File: src/rtl/div.sv
// div: multi-cycle 32-bit restoring divider for MIPS DIV/DIVU.
// Ports: clk, rst (sync active-high); start/annul request and abort;
// signed_div, opdata1 (dividend), opdata2 (divisor) are sampled with start;
// result = {remainder, quotient} and ready are registered outputs.
module div (
  input  logic        clk,
  input  logic        rst,
  input  logic        start,
  input  logic        annul,
  input  logic        signed_div,
  input  logic [31:0] opdata1,
  input  logic [31:0] opdata2,
  output logic [63:0] result,
  output logic        ready
);
  typedef enum logic [1:0] {IDLE, DIVZERO, ON, END} state_t;
  state_t      r_state;
  logic [5:0]  r_cnt;
  logic [32:0] r_rem;
  logic [31:0] r_q;
  logic [31:0] r_divisor;
  logic        r_neg_q;
  logic        r_neg_r;
  logic        w_neg1;
  logic        w_neg2;
  logic [32:0] w_trial;
  logic        w_ge;
  logic [31:0] w_quo;
  logic [31:0] w_remv;
  assign w_neg1  = signed_div & opdata1[31];
  assign w_neg2  = signed_div & opdata2[31];
  // r_q starts as the dividend magnitude and shifts quotient bits in at the LSB
  assign w_trial = {r_rem[31:0], r_q[31]};
  assign w_ge    = w_trial >= {1'b0, r_divisor};
  assign w_quo   = r_neg_q ? -r_q : r_q;
  assign w_remv  = r_neg_r ? -r_rem[31:0] : r_rem[31:0];
  always_ff @(posedge clk) begin
    if (rst) begin
      r_state <= IDLE;
      r_cnt   <= '0;
      r_rem   <= '0;
      result  <= '0;
      ready   <= 1'b0;
    end else begin
      case (r_state)
        IDLE: if (start && !annul) begin
          if (opdata2 == 32'd0) r_state <= DIVZERO;
          else begin
            r_q       <= w_neg1 ? -opdata1 : opdata1;
            r_divisor <= w_neg2 ? -opdata2 : opdata2;
            r_neg_q   <= w_neg1 ^ w_neg2;
            r_neg_r   <= w_neg1;
            r_cnt     <= '0;
            r_rem     <= '0;
            r_state   <= ON;
          end
        end
        DIVZERO: if (annul) r_state <= IDLE;
        else begin
          result  <= '0;
          ready   <= 1'b1;
          r_state <= END;
        end
        ON: if (annul) begin
          result  <= '0;
          ready   <= 1'b0;
          r_state <= IDLE;
        end else if (r_cnt == 6'd32) begin
          result  <= {w_remv, w_quo};
          ready   <= 1'b1;
          r_state <= END;
        end else begin
          r_rem <= w_ge ? w_trial - {1'b0, r_divisor} : w_trial;
          r_q   <= {r_q[30:0], w_ge};
          r_cnt <= r_cnt + 6'd1;
        end
        END: if (!start || annul) begin
          result  <= '0;
          ready   <= 1'b0;
          r_state <= IDLE;
        end
        default: r_state <= IDLE;
      endcase
    end
  end
endmodule
File: config.mk
export PLATFORM = sky130hd
export DESIGN_NAME = div
export DESIGN_NICKNAME = d
export VERILOG_FILES = /design/src/rtl/div.sv
export SDC_FILE = /design/constraint.sdc
export NUM_CORES = 1
export LEC_CHECK = 0
export CAP_MARGIN = 5
export CORE_UTILIZATION = 61
export DETAILED_ROUTE_END_ITERATION = 7
export HOLD_SLACK_MARGIN = 0.03
export PLACE_DENSITY = 0.87
export SYNTH_ARGS = -nofsm -noshare
export SYNTH_HDL_FRONTEND = slang
export SYNTH_SLANG_ARGS = --single-unit
File: constraint.sdc
create_clock -name clk -period 14.05 [get_ports clk]
set_clock_uncertainty 0.05 [all_clocks]
set_input_delay 2.81 -clock clk [delete_from_list [all_inputs] [get_ports clk]]
set_output_delay 2.81 -clock clk [all_outputs]
set_load 0.01 [all_outputs]
After elaboration in Yosys (flattened, before gate mapping)
Cells that the tools add are included.

word-level totals
  register bits = 171
  output and inout port bits = 65
  word-level logic and storage cells = 82

operators by class
  add/subtract/negate cells = 6
  $lt $le $gt $ge = 1
  equal/unequal tests = 11
  mux-type cells = 37
  bitwise operators = 5
  reduce and logical (&&, ||, !) cells = 13

operators by type and width
  operator                                                       count
  32-bit two-way mux                                             13
  64-bit two-way mux                                             4
  64-bit one-hot mux with 3 select lines                         1
  32-bit negator                                                 4
  32-bit one-hot mux with 2 select lines                         2
  33-bit by 32-bit >= comparator with 1-bit output               1
  32-bit zero test                                               1
  32-bit subtractor                                              1
  6-bit two-way mux                                              4
  2-bit two-way mux                                              6
  2-bit != test, second input constant                           6
  6-bit one-hot mux with 2 select lines                          1
  2-bit one-hot mux with 4 select lines                          1
  4-bit AND reduction                                            2
  6-bit by 1-bit adder with 6-bit output, second input constant  1
  6-bit == test, second input constant                           1
  6-bit AND reduction                                            1
  5-bit AND reduction                                            1
  2-bit == test, second input constant                           2
  1-bit two-way mux                                              4
  3-bit != test, second input constant                           1
  1-bit one-hot mux with 3 select lines                          1
  3-bit AND reduction                                            1
  3-bit nonzero test                                             1
  9 further kinds                                                12

Depth between registers and ports, before layout
Gate-level depths: netlist (run 1).

  word-level depth = 5
  mapped depth = 13

Worst setup path after synthesis (run 1)
Ideal clock, no wire load.

  path kind = in2reg
  start = input port opdata2[0]
  end = register r_divisor[0] (enable)
  library setup time = 0.468 ns
  arrival = 5.994 ns
  setup slack = 7.539 ns
  stages = 7
  path buffers = 0
  cell sequence = inv_1 -> ha_1 -> or3b_2 -> nor4_2 -> nand3b_2 -> o21ai_1 -> nor3_1

on the way
  longest elaborated chain between the ends = 3

ends and longest elaborated chain
  element                        line  RTL
  start, declared                12    input logic [31:0] opdata2,
  32-bit zero test               47    if (opdata2 == 32'd0) r_state <= DIVZERO;
  1-bit NOT (no line)            n/a
  4-bit AND reduction (no line)  n/a
  end signal, assigned           50    r_divisor <= w_neg2 ? -opdata2 : opdata2;
  end, declared                  21    logic [31:0] r_divisor;

Every way passes these cells.
A chain may end at the register's enable or synchronous reset.

Worst setup path in the final report (run 1)
  start = input port opdata2[0]
  end = register r_rem[5]

on the way
  longest elaborated chain between the ends = 3

ends and longest elaborated chain
  element                        line  RTL
  32-bit zero test               47
  2-bit != test (no line)        n/a
  5-bit AND reduction (no line)  n/a
  end signal, assigned           73    r_rem <= w_ge ? w_trial - {1'b0, r_divisor} : w_trial;
  end, declared                  19    logic [32:0] r_rem;

Every way passes these cells.

==> results of run 1 <==
[stage by stage]
step | util [%] | area, µm²
3_3_place_gp | 70.6 | 12200
3_5_place_dp | 70.6 | 12200
6_report | 73.9 | 12700
5_1_grt | 73.9 | 12700
2_1_floorplan | - | 10700
4_1_cts | 73.9 | 12700
[cells in the final DEF (no fill, tap or decap), types with 5 or more instances in the layout]
| cell type | synthesis | final |
|---|---|---|
| clkdlybuf4s50_1 | 0 | 133 |
| nand2_1 | 128 | 128 |
| dfxtp_1 | 105 | 105 |
| o21ai_0 | 104 | 104 |
| nor2_1 | 84 | 84 |
| xor2_1 | 79 | 79 |
| xnor2_1 | 70 | 70 |
| a21oi_1 | 67 | 67 |
| edfxtp_1 | 66 | 66 |
| inv_1 | 65 | 65 |
| ha_1 | 43 | 42 |
| o31ai_1 | 32 | 32 |
| o2bb2ai_1 | 28 | 28 |
| mux2i_1 | 26 | 26 |
| a22oi_1 | 25 | 25 |
| or3_1 | 22 | 22 |
| clkbuf_16 | 0 | 18 |
| or4_1 | 16 | 16 |
| o41ai_1 | 15 | 15 |
| nor3_1 | 16 | 14 |
| nand4_1 | 12 | 12 |
| nand3_1 | 10 | 10 |
| a21o_1 | 10 | 10 |
| or2_2 | 9 | 9 |
| nand2b_1 | 9 | 9 |
| o21ai_1 | 8 | 8 |
| buf_4 | 2 | 7 |
| o21bai_1 | 6 | 6 |
| a211oi_1 | 6 | 6 |
| o211ai_1 | 6 | 6 |
| and2_1 | 6 | 6 |
| a32oi_1 | 6 | 6 |
| or4_4 | 5 | 5 |
| and3_1 | 5 | 5 |
| a31oi_1 | 5 | 5 |
| o21a_1 | 5 | 5 |
[where the power goes]
part | leakage, µW | switching, µW | internal (µW) | total [µW]
combinational | 0.00294 | 225 | 124 | 348
sequential | 0.00145 | 34.5 | 573 | 607
clock | 0.000274 | 198 | 260 | 458
total | 0.00467 | 457 | 957 | 1410
[critical path: stages]
cell and delay (ns):
clkdlybuf4s50_1 0.45, inv_1 0.08, ha_1 0.15, or3b_2 0.52, nor4_2 0.49, nand3b_2 0.28, o21ai_1 0.33, o31ai_1 0.26
a31oi_4 0.80, nand2_1 0.13, o21ai_0 0.12
[layer usage]
metal / global-route usage [%] / share of wire [%]
met1: 42.8 / 43
met2: 52.1 / 47
met3: 5.33 / 6.8
met4: 11.1 / 2.6
met5: 0 / 0
[layout make-up]
type	count	area, µm²	share of cell area, %
Sequential cell	171	4080	32.1
Tap cell	225	282	2.21
Multi-Input combinational cell	916	6180	48.5
Timing Repair Buffer	140	1380	10.9
Clock inverter	9	87.6	0.688
Inverter	65	244	1.92
Clock buffer	23	479	3.76
[flip-flops by register name, indices dropped and copies added, names as in the netlist]
name and cells:
r_neg_q 1, r_rem 32, result 64, r_q 32, r_divisor 32, ready 1
r_cnt 6, r_neg_r 1, r_state 2
[worst min-delay path by stage]
stage          startpoint  cells past startpoint         end  slack [ns]
2_1_floorplan   r_rem[31]                      2   r_rem[31]        0.42
3_3_place_gp    result[3]                      2   result[3]        0.39
3_5_place_dp   result[46]                      1  result[46]        0.40
4_1_cts         result[3]                      2   result[3]        0.41
5_1_grt        result[46]                      1  result[46]        0.43
6_report        result[3]                      2   result[3]        0.41
[cell families after synthesis]
family          after synthesis  share of synthesized area [%]
flops                       171                           38.1
mux                          26                           2.43
xor+xnor                    149                           12.2
buf+inv                     119                           4.56
simple gates                347                           16.1
fa+ha+maj                    44                           5.20
compound gates              350                           21.5
[synth_stat cells, drive strengths merged, types with 5 or more instances]
library cell and n:
a22oi 25, o21ai 112, o31ai 33, and2 6, buf 11, mux2i 26, ha 43, xor2 79
o41ai 17, nand2b 9, o21bai 6, o211ai 6, o2bb2ai 28, clkbuf 42, edfxtp 66, or2 9
a21o 10, a31oi 6, a211oi 6, or4 22, nor3 19, inv 65, nor2 84, nand3 10
or3 24, dfxtp 105, and3 5, nand4 12, a32oi 6, nand2 128, a21oi 67, xnor2 70
nor4 5, o21a 5
==> flow_metrics.py, run 1 <==
metrics = {
    "sta": {
        "worst_slew_pin_slew_ns": 1.25,
        "fin_crit_ns": 6.15,
        "setup_violations": 0,
        "maxSlewViolCount": 0,
        "rsz0062_at_grt": "false",
        "holdWs_ns": 0.411,
        "finalCritPeriodShare_pct": 43.8,
        "fin_ws_ns": 7.90,
        "hold_violations": 0,
        "setup_tns_ns": 0,
        "relSlewSlack_pct": 16.9,
        "fmax_mhz": 163,
    },
    "drt": {
        "wl_um": 28100,
        "viasPerCell": 6.15,
        "vias": 9522,
        "drt-pass1-iter-count": 5,
        "drtAntennaViolNets": 0,
        "route.detailed.drc": 0,
        "wl_per_cell_um": 18.1,
        "drtIter0Drc": 794,
    },
    "place": {
        "dp_slack_ns": 7.57,
        "place_congestion": 0.951,
        "dp_cells": 1517,
        "dpl.hpwl_um": 20700,
        "port_buffers": 133,
    },
    "logic_synthesis": {
        "synth_enable_flop_cells": 66,
        "yosys.area.top_type": "dfxtp_1",
        "yosysSeqAreaShare_pct": 38.1,
        "synth_area_um2": 10700,
        "synth_seq_cells": 171,
        "synth-main-ff-cell": "dfxtp_1",
        "yosysTopAreaCellShare_pct": 19.6,
        "yosys-top-cells-area": "dfxtp_1, edfxtp_1, xor2_1",
        "syn_inst": 1206,
        "yosysUniqueCellTypes": 76,
        "syn_area_per_cell_um2": 8.90,
        "syn_nets": 1319,
        "yosysWarningCount": 0,
        "async_flop_share_pct": 0,
    },
    "critical_path": {
        "rr_worst_depth": 11,
        "cp-endpoint": "r_rem[5]",
        "r2r_slack_ns": 10.18,
        "worstSetupStartpointType": "input port",
        "cp_data_arrival_time_ns": 6.43,
        "critPathKind": "input port to flop",
        "r2r_end": "result[28]",
        "critPathCaptureType": "flop",
        "crit_required_ns": 14.33,
        "cp_max_fo": 32,
        "crit_path_start": "opdata2[0]",
        "regToRegStartpoint": "r_state[0]",
    },
    "floorplanning": {
        "die_area_um2": 18100,
        "initial_core_util_pct": 62.2,
        "io_pins": 134,
        "die_x_um": 135,
        "core_area_um2": 17200,
        "die_y_um": 135,
        "rows": 48,
    },
    "global_routing": {
        "grt_usage_pct": 31.9,
        "grt_pass1_vias": 8904,
        "overflow": 0,
        "grt_first_pass_wirelength_um": 45100,
        "grt_max_degree": 70,
        "antenna_found_initial": 0,
    },
    "clock_tree": {
        "clock_latency_ns": 0.43,
        "cts_max_level": 4,
        "cts_setup_buffers": 0,
        "clkTransAtPathRegs_ns": 0.06,
        "hold_buffers": 0,
        "post_cts_resized": 0,
        "root_buffer": "clkbuf_16",
        "cts_tree": "yes",
        "clock_path_buffers": 2,
        "numCtsBuffers": 17,
        "clock_sinks": 171,
    },
    "cells_and_area": {
        "fillers": 1256,
        "final_nets": 1424,
        "final_cells": 1549,
        "drive_gt1_share_pct": 5.29,
        "n_antenna_cell": 0,
        "area_growth_pct": 18.7,
    },
    "power_and_ir_drop": {
        "power_density_nw_per_um2": 111,
        "power_leakage_uw": 0.00467,
        "ir_worst_vdd_v": 0.000126,
        "p_total_uw": 1410,
    },
    "job": {
        "maxCapViolCount": 0,
    },
    "min_path": {
        "hold_class": "flop to flop",
    },
    "status": {
        "outcome": "finished, final reports clean",
    },
}
Power figures use the tool's default switching activity.
==> inputs of run 2 (changes only) <==
CORE_UTILIZATION = 57   (was 61)
PLACE_DENSITY = 0.82   (was 0.87)
clock period = 5.8 ns   (was 14.05 ns; I/O delays follow)
==> flow_metrics.py, run 2 (same netlist as run 1, synthesis figures left out) <==
metrics = {
    "status": {
        "outcome": "complete, but fails checks",
        "violations": "design-rule violations",
    },
    "power_and_ir_drop": {
        "power_density_nw_per_um2": 272,
        "ir_worst_vdd_v": 0.000237,
        "power_leakage_uw": 0.00470,
        "p_total_uw": 3480,
    },
    "critical_path": {
        "cp_max_fo": 23,
        "cp_slowest_cell": "nand4_1",
        "worstSetupStartpointType": "input port",
        "r2r_slack_ns": 1.90,
        "critPathMaxStageDelay_ns": 0.72,
        "critPathKind": "input port to flop",
        "critPathCaptureType": "flop",
        "r2r_end": "r_rem[4]",
        "cp_data_arrival_time_ns": 4.43,
        "rr_worst_depth": 10,
        "regToRegStartpoint": "r_rem[6]",
        "cp_cell_sequence": "clkdlybuf4s50_1 -> inv_1 -> ha_1 -> or3b_2 -> nor4_2 -> nand3b_2 -> o21ai_1 -> nand2_1 -> nand4_1 -> o21ai_0",
        "crit_required_ns": 6.01,
    },
    "drt": {
        "drtAntennaViolNets": 0,
        "vias": 9561,
        "route.detailed.drc": 6,
        "drtIter0Drc": 693,
        "wl_um": 28400,
        "drt-pass1-iter-count": 8,
        "viasPerCell": 6.15,
        "wl_per_cell_um": 18.3,
    },
    "sta": {
        "setup_violations": 0,
        "finalCritPeriodShare_pct": 72.7,
        "maxSlewViolCount": 0,
        "fmax_mhz": 237,
        "worst_slew_pin_slew_ns": 1.15,
        "rsz0062_at_grt": "false",
        "hold_violations": 0,
        "setup_tns_ns": 0,
        "fin_crit_ns": 4.22,
        "relSlewSlack_pct": 23.0,
        "fin_ws_ns": 1.58,
    },
    "global_routing": {
        "grt_pass1_vias": 8795,
        "grt_max_degree": 69,
        "grt_first_pass_wirelength_um": 45500,
        "grt_usage_pct": 29.6,
        "overflow": 0,
        "antenna_found_initial": 0,
    },
    "cells_and_area": {
        "multiInputGateArea_um2": 6170,
        "final_cell_mix": "clkdlybuf4s50_1, nand2_1, dfxtp_1",
        "largest_reg_flops": 64,
        "fillers": 1401,
        "layout_commonest_cell": "clkdlybuf4s50_1",
        "seq_area_um2": 4080,
        "regMostFlops": "result",
        "stdcell_area_um2": 12800,
        "drive_gt1_share_pct": 5.58,
        "area_growth_pct": 19.1,
        "n_antenna_cell": 0,
        "final_nets": 1425,
    },
    "clock_tree": {
        "clock_latency_ns": 0.43,
        "clock_path_buffers": 2,
        "numCtsBuffers": 17,
        "cts_tree": "yes",
        "cts_setup_buffers": 0,
        "hold_buffers": 0,
        "clkTransAtPathRegs_ns": 0.07,
        "cts_max_level": 4,
        "post_cts_resized": 0,
        "clock_sinks": 171,
        "root_buffer": "clkbuf_16",
    },
    "place": {
        "dp_slack_ns": 1.22,
        "postPlaceCellArea_um2": 12200,
        "dpl.hpwl_um": 21000,
        "place_congestion": 0.915,
        "port_buffers": 133,
    },
    "min_path": {
        "worstHoldStart": "result[54]",
        "hold_class": "flop to flop",
        "whs_path_depth": 1,
        "min_to": "result[54]",
    },
    "floorplanning": {
        "core_area_um2": 18200,
        "io_pins": 134,
        "die_y_um": 139,
        "rows": 49,
        "die_x_um": 139,
        "initial_core_util_pct": 58.9,
        "die_area_um2": 19400,
    },
    "job": {
        "maxCapViolCount": 0,
    },
}
-- run 2: changes by cell type in the layout (fill, tap and decap cells not counted), sizes merged --
cell / previous run / this run
clkbuf: 23 / 18
inv: 68 / 72
clkinv: 3 / 5
clkinvlp: 2 / 0
buf: 7 / 8
bufinv: 1 / 2
-- run 2: worst max-delay path by stage --
| stage | slack [ns] | cells after the start | startpoint | endpoint |
|---|---|---|---|---|
| floorplan | 0.94 | 7 | opdata2[0] | r_divisor[0] |
| global placement | 1.35 | 10 | opdata2[0] | r_rem[19] |
| detailed placement | 1.22 | 10 | opdata2[0] | r_rem[1] |
| CTS | 1.63 | 10 | opdata2[0] | r_rem[4] |
| global route | 1.30 | 10 | opdata2[0] | r_rem[1] |
| finish | 1.58 | 10 | opdata2[0] | r_rem[4] |
-- run 2: power breakdown --
part	internal, µW	leakage [µW]	switching, µW	total, µW
combinational	301	0.00295	546	846
clock	659	0.000299	502	1160
sequential	1390	0.00145	84.7	1470
total	2350	0.00470	1130	3480
-- run 2: worst max-delay path: cells and delay by family --
kind	cells	cell delay, ns
AOI/OAI and AO/OA	2	0.47
adders and majority gates	1	0.15
buffers and inverters	2	0.53
and+or+nand+nor	5	2.11
-- run 2: metal layers --
| layer | vias to the layer above | routed length (µm) | track usage, % | part of all wire, % |
|---|---|---|---|---|
| met1 | 4516 | 12700 | 39.8 | 45 |
| met3 | 56 | 1820 | 5.11 | 6.4 |
| met4 | 0 | 778 | 11.2 | 2.7 |
| li1 | 4606 | - | - | - |
| met5 | - | 0 | 0 | 0 |
| met2 | 383 | 13100 | 47.6 | 46 |
-- run 2: stage by stage --
| stage | hold slack [ns] | cells | utilization, % |
|---|---|---|---|
| 2_1_floorplan | 0.420 | 1206 | - |
| 3_3_place_gp | 0.389 | 1522 | 66.9 |
| 3_5_place_dp | 0.395 | 1522 | 66.9 |
| 4_1_cts | 0.417 | 1554 | 70.2 |
| 5_1_grt | 0.426 | 1554 | 70.2 |
| 6_report | 0.411 | 1554 | 70.2 |
-- run 2: final cells by class --
| type | count | area share (%) |
|---|---|---|
| Clock buffer | 18 | 3.44 |
| Multi-Input combinational cell | 916 | 48.3 |
| Inverter | 65 | 1.91 |
| Clock inverter | 14 | 1.25 |
| Timing Repair Buffer | 141 | 10.9 |
| Tap cell | 229 | 2.24 |
| Sequential cell | 171 | 32.0 |
